==> src/rtl/llsc_monitor_pkg.sv <==
// llsc_monitor_pkg: shared constants and types for the LL/SC reservation
// tracker (LLbit reset value, word-address slice, RAM write-enable levels,
// MEM-stage operation decode).
package llsc_monitor_pkg;

  localparam int   ADDR_W_DEF  = 32;
  localparam int   WORD_LSB    = 2;
  localparam logic LLBIT_RESET = 1'b0;
  localparam logic RAM_WE_EN   = 1'b1;
  localparam logic RAM_WE_DIS  = 1'b0;

  typedef enum logic [1:0] {
    OP_NONE = 2'd0,
    OP_LL   = 2'd1,
    OP_SC   = 2'd2
  } mem_op_e;

  // SC wins when LL and SC are both (illegally) raised together
  function automatic mem_op_e decode_op(input logic ll, input logic sc);
    if (sc)      return OP_SC;
    else if (ll) return OP_LL;
    else         return OP_NONE;
  endfunction

endpackage

==> src/rtl/llsc_monitor_if.sv <==
// llsc_monitor_if: MEM-stage side of the LL/SC monitor. The master is the
// MEM stage (plus the bus snoop source); the slave is the monitor.
interface llsc_monitor_if #(parameter int ADDR_W = 32);

  logic              flush_i;
  logic              mem_stall_i;
  logic              mem_ll_i;
  logic              mem_sc_i;
  logic [ADDR_W-1:0] mem_addr_i;
  logic              mem_we_i;
  logic              snoop_we_i;
  logic [ADDR_W-1:0] snoop_addr_i;
  logic              ram_we_o;
  logic              sc_success_o;
  logic              llbit_o;
  logic [ADDR_W-1:0] ll_addr_o;

  modport master (
    output flush_i, mem_stall_i, mem_ll_i, mem_sc_i, mem_addr_i, mem_we_i,
           snoop_we_i, snoop_addr_i,
    input  ram_we_o, sc_success_o, llbit_o, ll_addr_o
  );

  modport slave (
    input  flush_i, mem_stall_i, mem_ll_i, mem_sc_i, mem_addr_i, mem_we_i,
           snoop_we_i, snoop_addr_i,
    output ram_we_o, sc_success_o, llbit_o, ll_addr_o
  );

endinterface

==> src/rtl/llsc_wb_reg.sv <==
// llsc_wb_reg: pending MEM/WB LLbit update. Holds the update for exactly one
// cycle; a stall or flush puts a bubble into WB instead of capturing.
module llsc_wb_reg
  import llsc_monitor_pkg::*;
#(
  parameter int ADDR_W = 32
) (
  input  logic              clk,
  input  logic              rst,
  input  logic              flush,
  input  logic              stall,
  input  mem_op_e           op,
  input  logic [ADDR_W-1:0] ll_addr,
  input  logic [ADDR_W-1:0] keep_addr,
  output logic              pend_valid,
  output logic              pend_we,
  output logic              pend_value,
  output logic [ADDR_W-1:0] pend_addr
);

  // Capture the MEM op's LLbit effect; an SC keeps the current linked address
  always_ff @(posedge clk or posedge rst) begin
    if (rst) begin
      pend_valid <= 1'b0;
      pend_we    <= 1'b0;
      pend_value <= LLBIT_RESET;
      pend_addr  <= '0;
    end else if (flush || stall) begin
      pend_valid <= 1'b0;
      pend_we    <= 1'b0;
    end else begin
      pend_valid <= 1'b1;
      pend_we    <= (op != OP_NONE);
      pend_value <= (op == OP_LL);
      pend_addr  <= (op == OP_LL) ? ll_addr : keep_addr;
    end
  end

endmodule

==> src/rtl/llsc_monitor.sv <==
// llsc_monitor: LLbit / linked-address tracker at the MEM/WB boundary.
// SC success and the gated RAM write enable are combinational in MEM; the
// LLbit update commits one cycle later, with forwarding to a younger SC.
// Optional feature: define LLSC_SNOOP_EN to let foreign bus writes to the
// linked word break the reservation.
module llsc_monitor
  import llsc_monitor_pkg::*;
#(
  parameter int ADDR_W = ADDR_W_DEF
) (
  input logic          clk,
  input logic          rst,
  llsc_monitor_if.slave bus
);

  logic              llbit_q;
  logic [ADDR_W-1:0] ll_addr_q;
  logic              pend_valid;
  logic              pend_we;
  logic              pend_value;
  logic [ADDR_W-1:0] pend_addr;
  logic              fwd;
  logic              eff_llbit;
  logic [ADDR_W-1:0] eff_addr;
  logic [ADDR_W-1:0] mem_word_addr;
  logic              addr_match;
  logic              sc_success;
  logic              snoop_hit;
  mem_op_e           op;

  assign op            = decode_op(bus.mem_ll_i, bus.mem_sc_i);
  assign mem_word_addr = {bus.mem_addr_i[ADDR_W-1:WORD_LSB], {WORD_LSB{1'b0}}};
  assign fwd           = pend_valid & pend_we;
  assign eff_llbit     = fwd ? pend_value : llbit_q;
  assign eff_addr      = fwd ? pend_addr  : ll_addr_q;
  assign addr_match    = (bus.mem_addr_i[ADDR_W-1:WORD_LSB] == eff_addr[ADDR_W-1:WORD_LSB]);
  assign sc_success    = bus.mem_sc_i & eff_llbit & addr_match & ~bus.flush_i;

`ifdef LLSC_SNOOP_EN
  logic unused_snoop_low;
  assign snoop_hit = bus.snoop_we_i &
                     (bus.snoop_addr_i[ADDR_W-1:WORD_LSB] == eff_addr[ADDR_W-1:WORD_LSB]);
  assign unused_snoop_low = ^bus.snoop_addr_i[WORD_LSB-1:0];
`else
  logic unused_snoop;
  assign snoop_hit    = 1'b0;
  assign unused_snoop = ^{bus.snoop_we_i, bus.snoop_addr_i};
`endif

  assign bus.sc_success_o = sc_success;
  assign bus.ram_we_o     = bus.mem_sc_i ? (sc_success ? RAM_WE_EN : RAM_WE_DIS)
                                         : ((bus.mem_we_i & ~bus.flush_i) ? RAM_WE_EN : RAM_WE_DIS);
  assign bus.llbit_o      = llbit_q;
  assign bus.ll_addr_o    = ll_addr_q;

  llsc_wb_reg #(.ADDR_W(ADDR_W)) u_wb_reg (
    .clk        (clk),
    .rst        (rst),
    .flush      (bus.flush_i),
    .stall      (bus.mem_stall_i),
    .op         (op),
    .ll_addr    (mem_word_addr),
    .keep_addr  (eff_addr),
    .pend_valid (pend_valid),
    .pend_we    (pend_we),
    .pend_value (pend_value),
    .pend_addr  (pend_addr)
  );

  // Commit the WB update; flush beats commit, a snoop hit masks an LL set
  always_ff @(posedge clk or posedge rst) begin
    if (rst) begin
      llbit_q   <= LLBIT_RESET;
      ll_addr_q <= '0;
    end else if (bus.flush_i) begin
      llbit_q   <= 1'b0;
    end else if (fwd) begin
      llbit_q   <= pend_value & ~snoop_hit;
      ll_addr_q <= pend_addr;
    end else if (snoop_hit) begin
      llbit_q   <= 1'b0;
    end
  end

endmodule
==> src/flat_wrapper.sv <==
// flat-port wrapper written by rule: the top's interface ports become plain ports
module llsc_monitor_flat import llsc_monitor_pkg::*;
#(
  parameter int ADDR_W = ADDR_W_DEF
)
  (clk, rst, bus_flush_i, bus_mem_stall_i, bus_mem_ll_i, bus_mem_sc_i, bus_mem_addr_i, bus_mem_we_i, bus_snoop_we_i, bus_snoop_addr_i, bus_ram_we_o, bus_sc_success_o, bus_llbit_o, bus_ll_addr_o);
  llsc_monitor_if #(.ADDR_W(ADDR_W)) bus_i ();
  input logic clk;
  input logic rst;
  input wire logic [$bits(bus_i.flush_i)-1:0] bus_flush_i;
  input wire logic [$bits(bus_i.mem_stall_i)-1:0] bus_mem_stall_i;
  input wire logic [$bits(bus_i.mem_ll_i)-1:0] bus_mem_ll_i;
  input wire logic [$bits(bus_i.mem_sc_i)-1:0] bus_mem_sc_i;
  input wire logic [$bits(bus_i.mem_addr_i)-1:0] bus_mem_addr_i;
  input wire logic [$bits(bus_i.mem_we_i)-1:0] bus_mem_we_i;
  input wire logic [$bits(bus_i.snoop_we_i)-1:0] bus_snoop_we_i;
  input wire logic [$bits(bus_i.snoop_addr_i)-1:0] bus_snoop_addr_i;
  output wire logic [$bits(bus_i.ram_we_o)-1:0] bus_ram_we_o;
  output wire logic [$bits(bus_i.sc_success_o)-1:0] bus_sc_success_o;
  output wire logic [$bits(bus_i.llbit_o)-1:0] bus_llbit_o;
  output wire logic [$bits(bus_i.ll_addr_o)-1:0] bus_ll_addr_o;
  assign bus_i.flush_i = bus_flush_i;
  assign bus_i.mem_stall_i = bus_mem_stall_i;
  assign bus_i.mem_ll_i = bus_mem_ll_i;
  assign bus_i.mem_sc_i = bus_mem_sc_i;
  assign bus_i.mem_addr_i = bus_mem_addr_i;
  assign bus_i.mem_we_i = bus_mem_we_i;
  assign bus_i.snoop_we_i = bus_snoop_we_i;
  assign bus_i.snoop_addr_i = bus_snoop_addr_i;
  assign bus_ram_we_o = bus_i.ram_we_o;
  assign bus_sc_success_o = bus_i.sc_success_o;
  assign bus_llbit_o = bus_i.llbit_o;
  assign bus_ll_addr_o = bus_i.ll_addr_o;
  llsc_monitor #(.ADDR_W(ADDR_W)) u_core (.clk(clk), .rst(rst), .bus(bus_i));
endmodule
==> config.mk <==
export PLATFORM = sky130hd
export DESIGN_NAME = llsc_monitor_flat
export DESIGN_NICKNAME = d
export VERILOG_FILES = /design/src/rtl/llsc_monitor_pkg.sv /design/src/rtl/llsc_monitor_if.sv /design/src/rtl/llsc_wb_reg.sv /design/src/rtl/llsc_monitor.sv /design/src/flat_wrapper.sv
export SDC_FILE = /design/constraint.sdc
export NUM_CORES = 1
export LEC_CHECK = 0
export CAP_MARGIN = 0
export CORE_ASPECT_RATIO = 1.4
export CORE_MARGIN = 10
export CORE_UTILIZATION = 51
export DETAILED_ROUTE_END_ITERATION = 8
export PLACE_DENSITY = 0.92
export SETUP_SLACK_MARGIN = 0.1
export SLEW_MARGIN = 20
export SYNTH_ARGS = -nofsm -noshare
export SYNTH_HDL_FRONTEND = slang
export SYNTH_SLANG_ARGS = --single-unit
export TNS_END_PERCENT = 1
==> constraint.sdc <==
create_clock -name clk -period 5.4 [get_ports clk]
set_input_delay 0.81 -clock clk [delete_from_list [all_inputs] [get_ports clk]]
set_output_delay 0.81 -clock clk [all_outputs]
set_load 0.02 [all_outputs]
# After elaboration in Yosys (flattened, before gate mapping)
# Cells that the tools add are included.
[word_totals] reg_bits=68 latchBits=0 ramBits=0 mem_bits_ro=0 input_bits=72 output_inout_bits=35 wordCells=27 mem_count=0
[op_classes] addsub=0 n_mul=0 n_div=0 order_cmp=0 eq_ne=2 shift=0 n_mux=11 bitwise_logic=6 n_reduce_logical=2
[op_table] cell="$mux 32" n=2
[op_table] cell="$eq 30x30->1" n=1
[op_table] cell="$mux 1" n=8
[op_table] cell="$and 1x1->1" n=5
[op_table] cell="$eq 2x1->1 const B" n=1
[op_table] cell="$mux 2" n=1
[op_table] cell="$reduce_bool 2->1" n=1
[op_table] cell="$logic_or 1x1->1" n=1
[op_table] cell="$not 1->1" n=1

# Logic depth before layout (Yosys ltp)
# Gate-level depths: netlist of the first run.
[logic_depth] depth_word=7 ltp_mapped=8 mapped_depth_nobuf=6

# By module
# Synthesis of the first run repeated with hierarchy kept, for this count alone.
[hier_totals] hier_cells=397 hier_area_um2=3913.8
[modules_own_cells] module="llsc_monitor" n_inst=1 cells_each=246 area_per_inst_um2=2265.9 seq_area_each_um2=825.8
[modules_own_cells] module="llsc_wb_reg" n_inst=1 cells_each=151 area_per_inst_um2=1647.8 seq_area_each_um2=875.8

# Worst setup path after synthesis of the first run
# OpenSTA, ideal clock, no wires.
[synth_timing] path_type="input port to output port" startpoint="input port bus_mem_addr_i[6]" endpoint="output port bus_sc_success_o" t_arrival_ns=2.300 required_ns=4.590 slack_ns=2.290 stages=6 path_buffers=0 path_cell_list="inv_1 a2111oi_4 nand2_1 a31o_1 or4_4 nor2_1"
[synth_via] elab_chain_cells=3
[synth_lines] item="from (decl)" line_no="flat_wrapper.sv:14" source="input wire logic [$bits(bus_i.mem_addr_i)-1:0] bus_mem_addr_i;"
[synth_lines] item="$eq 30x30->1" line_no="llsc_monitor.sv:36" source="assign addr_match = (bus.mem_addr_i[ADDR_W-1:WORD_LSB] == eff_addr[ADDR_W-1:WORD_LSB]);"
[synth_lines] item="$and 1x1->1 (2 in series)" line_no="llsc_monitor.sv:37" source="assign sc_success = bus.mem_sc_i & eff_llbit & addr_match & ~bus.flush_i;"
[synth_lines] item="to (decl)" line_no="flat_wrapper.sv:19" source="output wire logic [$bits(bus_i.sc_success_o)-1:0] bus_sc_success_o;"
# Every way passes these cells.

# Final worst setup path of the first run
[layout_timing] startpoint="input port bus_mem_addr_i[6]" endpoint="output port bus_ram_we_o"
[layout_via] elab_chain_cells=5
[layout_lines] item="$eq 30x30->1" line_no="llsc_monitor.sv:36"
[layout_lines] item="$and 1x1->1 (2 in series)" line_no="llsc_monitor.sv:37"
[layout_lines] item="$mux 1 (2 in series)" line_no="llsc_monitor.sv:51" source="assign bus.ram_we_o = bus.mem_sc_i ? (sc_success ? RAM_WE_EN : RAM_WE_DIS)"
[layout_lines] item="to (decl)" line_no="flat_wrapper.sv:18" source="output wire logic [$bits(bus_i.ram_we_o)-1:0] bus_ram_we_o;"
# Every way passes these cells.

==> results of run 1 <==
-- cell usage after synthesis (2+ instances only) --
master and instances:
nand2b_1 8, nor2b_1 4, nor4_1 3, nand2_1 14, nand4_1 4, o2111ai_1 3
o31ai_1 2, mux2i_1 16, a22oi_1 4, dfrtp_1 68, buf_1 3, o21ai_0 8
nand3_1 2, a21oi_1 33, xor2_1 14, a32o_1 2, o22ai_1 32, clkbuf_1 14
xnor2_1 11, a221o_1 2, inv_1 15, nor2_1 33, mux2_2 28
-- registers in the layout, indices dropped and copies added (netlist names) --
register / flops
u_core.u_wb_reg.pend_addr: 32
u_core.u_wb_reg.pend_value: 1
u_core.u_wb_reg.pend_we: 1
u_core.u_wb_reg.pend_valid: 1
u_core.bus.ll_addr_o: 32
u_core.bus.llbit_o: 1
-- worst max-delay path by stage --
stage / from / endpoint / slack (ns)
after detailed placement: bus_mem_addr_i[6] / bus_ram_we_o / 1.18
after floorplan: bus_mem_addr_i[6] / bus_sc_success_o / 2.29
after global placement: bus_mem_addr_i[6] / bus_ram_we_o / 1.22
after CTS: bus_mem_addr_i[6] / bus_ram_we_o / 1.17
final: bus_mem_addr_i[6] / bus_ram_we_o / 1.15
after global routing: bus_mem_addr_i[6] / bus_ram_we_o / 1.01
-- per-layer routing --
layer	vias to the layer above	GRT usage, %	share of wire [%]
met1	1444	20.25	37
met4	0	10.98	4.1
li1	1380	-	-
met2	144	30.80	51
met5	-	0	0
met3	31	5.320	7.8
-- layout make-up --
| class | count | share of cell area, % |
|---|---|---|
| Clock buffer | 11 | 3.164 |
| Multi-Input combinational cell | 240 | 37.77 |
| Sequential cell | 68 | 38.07 |
| Clock inverter | 3 | 0.3359 |
| Tap cell | 92 | 2.576 |
| Timing Repair Buffer | 76 | 16.74 |
| Inverter | 16 | 1.344 |
-- kinds of logic (layout without fill, tap and decap cells) --
kind of cell	Yosys count	count (layout)
AND/OR/NAND/NOR	73	73
buffers and inverters	36	106
multiplexers	44	44
AO/OA/AOI/OAI	98	98
XOR/XNOR	25	25
flip-flops	68	68
-- worst max-delay path, stage by stage --
cell and delay (ns):
clkdlybuf4s50_1 0.52, inv_1 0.11, a2111oi_4 0.45, nand2_1 0.10, a31o_1 0.21, or4_4 0.52, o21ai_2 0.12, clkdlybuf4s50_1 0.61
-- power by group through the flow --
stage	Sequential, W	Clock (W)	Combinational, W
2_1_floorplan	0.000820	0	0.000281
3_3_place_gp	0.000743	0	0.000616
3_5_place_dp	0.000756	0	0.000633
4_1_cts	0.000748	0.000360	0.000637
5_1_grt	0.000769	0.000380	0.000681
6_report	0.000750	0.000355	0.000632
-- metrics by stage --
| stage | std cells | util (%) | hold slack (ns) |
|---|---|---|---|
| after floorplan | 344 | - | 0.4495 |
| after global placement | 492 | 64.76 | 0.4663 |
| after detailed placement | 492 | 64.79 | 0.4827 |
| after CTS | 506 | 67.14 | 0.4986 |
| after global routing | 506 | 67.14 | 0.5198 |
| final | 506 | 67.14 | 0.4990 |
-- placed cells by master, fill, tap and decap left out, types with 2 or more instances in the layout --
master,Yosys,routed
a21oi_1,33,32
a221o_1,2,2
a22oi_1,4,4
a32o_1,2,2
buf_4,1,5
clkbuf_8,0,10
clkdlybuf4s50_1,0,71
clkinv_2,0,3
dfrtp_1,68,68
inv_1,15,14
mux2_2,28,28
mux2i_1,16,16
nand2_1,14,13
nand2b_1,8,8
nand3_1,2,2
nand4_1,4,4
nor2_1,33,33
nor2b_1,4,4
nor4_1,3,3
o2111ai_1,3,3
o21ai_0,8,8
o22ai_1,32,32
o31ai_1,2,2
xnor2_1,11,11
xor2_1,14,14
==> results.json, run 1 <==
{
  "fillers": 514,
  "p_switching_w": 0.0006225,
  "placed_cell_area_mm2": 0.004313,
  "cts_tree": "done",
  "rsz0062_at_grt": "false",
  "cp.required_ns": 4.59,
  "fin_nets": 483,
  "postCtsHoldBufs": 0,
  "setup_viol": 0,
  "area_delta_synth_final_pct": 26.58,
  "worstReg2RegEnd": "u_core.u_wb_reg.pend_addr[8]",
  "multi_input_area_mm2": 0.001688,
  "power_density_mw_per_mm2": 388.7,
  "synth_xor_area_share_pct": 6.201,
  "ys_ff_latch": 68,
  "grt_pass1_wl_um": 16090,
  "min_path_cells": 1,
  "rows": 35,
  "io_buffers": 71,
  "synth_nets": 416,
  "syn_inst": 344,
  "drv_cap": 0,
  "clockBufferDepth": 2,
  "grt_max_degree": 69,
  "synth_edf_count": 0,
  "die_area_mm2": 0.01070,
  "pwr-share-comb_pct": 36.4,
  "synth_top_family_by_area": "compound AO/OA/AOI/OAI gates",
  "drt_wl_total_um": 9858,
  "slew_headroom_pct": 41.47,
  "switching_share_pct": 35.83,
  "slew_viol_final": 0,
  "rr_startpoint": "u_core.u_wb_reg.pend_valid",
  "dr_total_vias": 2999,
  "netlist.area_leader.share_pct": 48.19,
  "htreeDepth": 3,
  "routedWlPerCell_um": 19.48,
  "seq_power_share_pct": 43.2,
  "first_pass_iters": 5,
  "syn_area_mm2": 0.003531,
  "synth-compound-area-share_pct": 18.25,
  "hold_end": "u_core.u_wb_reg.pend_addr[0]",
  "initial_utilization_pct": 53.05,
  "power_w": 0.001737,
  "clk_pin_slew_ns": 0.07,
  "arrival_ns": 3.44,
  "synthAdderAreaFrac_pct": 0,
  "p_clk_share_pct": 20.4,
  "tns_ns": 0,
  "intPower_w": 0.001115,
  "synth_cell_types": 44,
  "clock-sinks": 68,
  "startpoint_type": "input port",
  "fin_skew_ns": 0.009297,
  "synth_top_area_cell": "dfrtp_1",
  "core_mm2": 0.006656,
  "status": "finished, final reports clean",
  "worst_slack_ns": 1.152,
  "vias_per_cell": 5.927,
  "drive_above_1_share_pct": 13.53,
  "timing.final.crit_share_pct": 78.66,
  "drc": 0,
  "yosys.area_share.simple_pct": 9.709,
  "worstHoldPathType": "reg -> reg",
  "overflow": 0,
  "critPathMaxFanout": 3,
  "worstSetupPathType": "in -> out",
  "avgSynthCellArea_um2": 10.26,
  "ctsResizeCount": 0,
  "gp_congestion": 0.8416,
  "grtUsageTotal_pct": 18.41,
  "rrSetupSlack_ns": 3.20,
  "ff_latch_area_mm2": 0.001702,
  "design_area_mm2": 0.004469,
  "antenna_found_initial": 0,
  "hold_viol": 0,
  "tightest_slew_ns": 0.8780,
  "end_kind": "output port",
  "n_antenna_cell": 0,
  "cts_buffers": 9,
  "timing.fmax_mhz": 235.4,
  "synth.area.mux_share_pct": 13.47,
  "detail-route-antenna-nets": 0,
  "die_x_um": 90.32,
  "pre_cts_ws_ns": 1.179,
  "clock_latency_ns": 0.34,
  "synth_warnings": 0,
  "reg2reg_depth": 4,
  "grt_pass1_vias": 3103,
  "dieHeight_um": 118.5,
  "root_buffer": "clkbuf_8",
  "total_leakage_power_nw": 1.852,
  "hp-start": "u_core.u_wb_reg.pend_addr[0]",
  "ys.flop_type": "dfrtp_1",
  "ir_drop_uv": 217.4,
  "first_iter_violations": 411,
  "post_cts_buffers": 0,
  "ys_seq_area_share_pct": 48.19,
  "min_period_ns": 4.248,
  "synthArstFlopShare_pct": 100.0,
  "yosys-top-cells-area": "dfrtp_1, mux2_2, o22ai_1",
  "num_io_pins": 107,
  "hpwlAfterDp_um": 6852
}
Note: power is estimated with default switching activity, not from simulation.
==> run 2: changes to the inputs <==
CORE_UTILIZATION = 43   (was 51)
PLACE_DENSITY = 0.83   (was 0.92)
clock period = 3.4 ns   (was 5.4 ns; I/O delays follow)
==> results.json, run 2 (synthesis results as in run 1) <==
{
  "worstHoldPathType": "reg -> reg",
  "vias_per_cell": 5.665,
  "clk_pin_slew_ns": 0.05,
  "arrival_ns": 2.79,
  "switching_share_pct": 33.56,
  "area_delta_synth_final_pct": 35.36,
  "io_buffers": 71,
  "detail-route-antenna-nets": 0,
  "dieHeight_um": 127.2,
  "fin_skew_ns": 0.003660,
  "end_kind": "output port",
  "core_mm2": 0.008100,
  "p_clk_share_pct": 29.0,
  "hold_viol": 0,
  "cts_buffers": 9,
  "critPathMaxFanout": 2,
  "layout_common_cells": "clkdlybuf4s50_1, dfrtp_1, nor2_1",
  "drive_above_1_share_pct": 18.45,
  "clock_latency_ns": 0.34,
  "grt_pass1_wl_um": 16230,
  "worstSetupPathType": "in -> out",
  "fin_nets": 506,
  "grt_max_degree": 37,
  "die_x_um": 96.59,
  "htreeDepth": 3,
  "pwr-share-comb_pct": 32.8,
  "n_antenna_cell": 0,
  "rows": 39,
  "seq_power_share_pct": 38.2,
  "cp.required_ns": 2.89,
  "gp_congestion": 0.8338,
  "fillers": 678,
  "final_common_cell": "clkdlybuf4s50_1",
  "die_area_mm2": 0.01229,
  "tns_ns": 0,
  "min_period_ns": 3.300,
  "hpwlAfterDp_um": 7291,
  "tightest_slew_ns": 0.4960,
  "dr_total_vias": 3065,
  "initial_utilization_pct": 43.59,
  "intPower_w": 0.002076,
  "grt_pass1_vias": 3149,
  "rsz0062_at_grt": "true",
  "drv_cap": 0,
  "root_buffer": "clkbuf_16",
  "p_switching_w": 0.001049,
  "cts_tree": "done",
  "first_pass_iters": 5,
  "total_leakage_power_nw": 2.023,
  "startpoint_type": "input port",
  "overflow": 0,
  "fin_cells": 541,
  "first_iter_violations": 294,
  "timing.fmax_mhz": 303.1,
  "min_path_cells": 2,
  "drt_wl_total_um": 10250,
  "clock-sinks": 68,
  "slew_viol_final": 0,
  "timing.final.crit_share_pct": 97.05,
  "status": "finished, final reports clean",
  "dp.cells": 520,
  "drc": 0,
  "slew_headroom_pct": 66.73,
  "post-route-util_pct": 59.01,
  "grtUsageTotal_pct": 17.10,
  "power_density_mw_per_mm2": 653.9,
  "antenna_found_initial": 0,
  "ir_drop_uv": 332.2,
  "routedWlPerCell_um": 18.94,
  "clockBufferDepth": 2,
  "num_io_pins": 107,
  "setup_viol": 0,
  "reg2reg_depth": 5
}
-- run 2: timing repair --
item	4_1_cts	5_1_grt
buffers inserted	0	5
endpoints found under the setup margin	2	2
pin swaps	0	1
gates resized for setup	6	1
hold buffers	0	0
-- run 2: routing by layer --
metal | vias up | global-route usage, % | share of wire, %
met3 | 23 | 5.510 | 7.8
met5 | - | 0 | 0
met4 | 0 | 7.719 | 3.1
li1 | 1423 | - | -
met2 | 109 | 28.51 | 52
met1 | 1510 | 19.14 | 37
-- run 2: final timing paths --
check	slack, ns	end	start
max in group asynchronous	2.17	u_core.u_wb_reg.pend_addr[23]	rst
hold / removal	0.48	u_core.u_wb_reg.pend_value	u_core.u_wb_reg.pend_value
setup reg to reg	1.52	u_core.bus.ll_addr_o[24]	u_core.u_wb_reg.pend_we
hold reg to reg	0.48	u_core.u_wb_reg.pend_value	u_core.u_wb_reg.pend_value
min in group asynchronous	0.49	u_core.bus.ll_addr_o[4]	rst
setup / recovery	0.10	bus_sc_success_o	bus_mem_addr_i[6]
-- run 2: layout make-up --
| type | instances | area [µm²] | share of cell area (%) |
|---|---|---|---|
| Clock buffer | 11 | 232.7 | 4.869 |
| Clock inverter | 5 | 52.55 | 1.099 |
| Inverter | 16 | 60.06 | 1.257 |
| Multi-Input combinational cell | 240 | 1689 | 35.34 |
| Sequential cell | 68 | 1702 | 35.60 |
| Tap cell | 102 | 127.6 | 2.670 |
| Timing Repair Buffer | 99 | 915.9 | 19.16 |
-- run 2: power groups by stage --
stage / sequential [W] / clock [W] / combinational, W
final: 0.00119 / 0.000906 / 0.00103
after global routing: 0.00122 / 0.000946 / 0.00110
after CTS: 0.00119 / 0.000914 / 0.00103
after detailed placement: 0.00120 / 0 / 0.00102
after global placement: 0.00119 / 0 / 0.00100
after floorplan: 0.00130 / 0 / 0.000446
-- run 2: through the flow --
stage	cell area (µm²)	setup slack (ns)	power [W]	hold WS (ns)
floorplan	3531	0.7918	0.001748	0.4495
detailed placement	4458	-0.2374	0.002225	0.4718
CTS	4747	0.08745	0.003137	0.4853
finish	4780	0.1004	0.003125	0.4846
global placement	4458	-0.1715	0.002186	0.4631
global route	4780	0.02346	0.003275	0.5310
-- run 2: critical path, cell delays in order --
cell	delay (ns)
clkdlybuf4s50_1	0.51
inv_1	0.10
a2111oi_4	0.43
nand2_1	0.10
a31o_1	0.22
or4_4	0.52
nor2_1	0.10
clkdlybuf4s15_1	0.31
==> run 3: changes to the inputs <==
==> constraint.sdc (replaced) <==
create_clock -name clk -period 3.4 [get_ports clk]
set_input_delay 0.34 -clock clk [delete_from_list [all_inputs] [get_ports clk]]
set_output_delay 0.34 -clock clk [all_outputs]
set_load 0.02 [all_outputs]
==> results.json, run 3 (synthesis results as in run 1) <==
{
  "status": "finished, final reports clean",
  "dieHeight_um": 127.2,
  "io_buffers": 71,
  "fin_nets": 495,
  "intPower_w": 0.002091,
  "vias_per_cell": 5.762,
  "clock_latency_ns": 0.33,
  "setup_viol": 0,
  "antenna_found_initial": 0,
  "drv_cap": 0,
  "ir_drop_uv": 343.6,
  "htreeDepth": 3,
  "rrSetupSlack_ns": 1.49,
  "hold_viol": 0,
  "ff_latch_area_mm2": 0.001704,
  "clk_pin_slew_ns": 0.06,
  "critPathMaxFanout": 6,
  "timing.fmax_mhz": 325.1,
  "num_io_pins": 107,
  "drc": 0,
  "grt_max_degree": 37,
  "power_density_mw_per_mm2": 664.4,
  "routedWlPerCell_um": 19.59,
  "clockBufferDepth": 2,
  "hpwlAfterDp_um": 7313,
  "p_clk_share_pct": 29.7,
  "first_iter_violations": 244,
  "startpoint_type": "flip-flop",
  "timing.final.crit_share_pct": 90.46,
  "die_area_mm2": 0.01229,
  "gp_congestion": 0.8586,
  "multi_input_area_mm2": 0.001697,
  "first_pass_iters": 5,
  "slew_headroom_pct": 67.15,
  "tns_ns": 0,
  "root_buffer": "clkbuf_16",
  "slew_viol_final": 0,
  "grtUsageTotal_pct": 17.19,
  "total_leakage_power_nw": 1.994,
  "worst_slack_ns": 0.3244,
  "rows": 39,
  "p_switching_w": 0.001055,
  "dr_total_vias": 3054,
  "overflow": 0,
  "grt_pass1_wl_um": 16370,
  "drt_wl_total_um": 10380,
  "area_delta_synth_final_pct": 34.12,
  "die_x_um": 96.59,
  "cts_buffers": 9,
  "clock-sinks": 68,
  "min_period_ns": 3.076,
  "post-route-util_pct": 58.46,
  "tightest_slew_ns": 0.4927,
  "n_antenna_cell": 0,
  "final_common_cell": "clkdlybuf4s50_1",
  "cts_tree": "done",
  "detail-route-antenna-nets": 0,
  "pre_cts_ws_ns": 0.1487,
  "fillers": 676,
  "worstHoldPathType": "in -> async",
  "postCtsHoldBufs": 0,
  "grt_pass1_vias": 3202,
  "cp.required_ns": 3.06,
  "initial_utilization_pct": 43.59,
  "seq_power_share_pct": 38.0,
  "core_mm2": 0.008100,
  "rsz0062_at_grt": "false",
  "switching_share_pct": 33.53,
  "worstSetupPathType": "reg -> out",
  "drive_above_1_share_pct": 17.06,
  "fin_skew_ns": 0.004871,
  "pwr-share-comb_pct": 32.4,
  "arrival_ns": 2.74,
  "end_kind": "output port",
  "layout_common_cells": "clkdlybuf4s50_1, dfrtp_1, nor2_1"
}
[run 3: path summary, 6_finish.rpt]
check                                                  start                      endpoint  cells after the start
worst max register to register       u_core.u_wb_reg.pend_we      u_core.bus.ll_addr_o[14]                      5
max in group asynchronous                                rst       u_core.u_wb_reg.pend_we                      3
worst max-delay path                 u_core.u_wb_reg.pend_we                  bus_ram_we_o                      7
worst min register to register  u_core.u_wb_reg.pend_addr[0]  u_core.u_wb_reg.pend_addr[0]                      1
min in group clk                u_core.u_wb_reg.pend_addr[0]  u_core.u_wb_reg.pend_addr[0]                      1
worst min-delay path                                     rst       u_core.bus.ll_addr_o[9]                      2
[run 3: layer usage]
layer | global-route usage (%) | wire [µm] | vias up
li1 | - | - | 1402
met1 | 19.22 | 3765 | 1482
met2 | 29.22 | 5378 | 134
met3 | 2.814 | 723 | 36
met4 | 10.55 | 517 | 0
met5 | 0 | 0 | -
[run 3: per-stage QoR]
step	cells	power, W	cell area (µm²)	hold slack [ns]
3_3_place_gp	508	0.002173	4368	0.4688
3_5_place_dp	508	0.002216	4368	0.4785
2_1_floorplan	344	0.001748	3531	0.4149
4_1_cts	529	0.003158	4723	0.3029
5_1_grt	530	0.003296	4736	0.3246
6_report	530	0.003146	4736	0.2946
[run 3: repair_timing]
item	CTS	global route
buffers inserted	4	1
hold endpoints to repair	0	0
endpoints found under the setup margin	2	1
pin swaps	1	1
resized for setup	4	3
cloned	1	0
[run 3: power groups by stage]
| stage | registers (W) | logic, W | clock network, W |
|---|---|---|---|
| final | 0.00119 | 0.00102 | 0.000934 |
| after global routing | 0.00123 | 0.00109 | 0.000978 |
| after CTS | 0.00119 | 0.00103 | 0.000941 |
| after detailed placement | 0.00120 | 0.00102 | 0 |
| after global placement | 0.00118 | 0.000989 | 0 |
| after floorplan | 0.00130 | 0.000446 | 0 |
[run 3: cell type report]
type / count / share of cell area (%)
multi-input cells: 241 / 35.83
inverters: 16 / 1.268
well taps: 102 / 2.695
clock buffers: 10 / 5.046
clock inverters: 6 / 1.347
flip-flops and latches: 68 / 35.98
repair buffers: 87 / 17.83
[run 3: critical path, cell delays in order, from the launching register on]
cell	delay [ns]
dfrtp_2	0.45
and2_2	0.28
a2111oi_4	0.39
nand2_1	0.10
a31o_1	0.21
or4_4	0.51
o21ai_2	0.11
dlygate4sd2_1	0.34
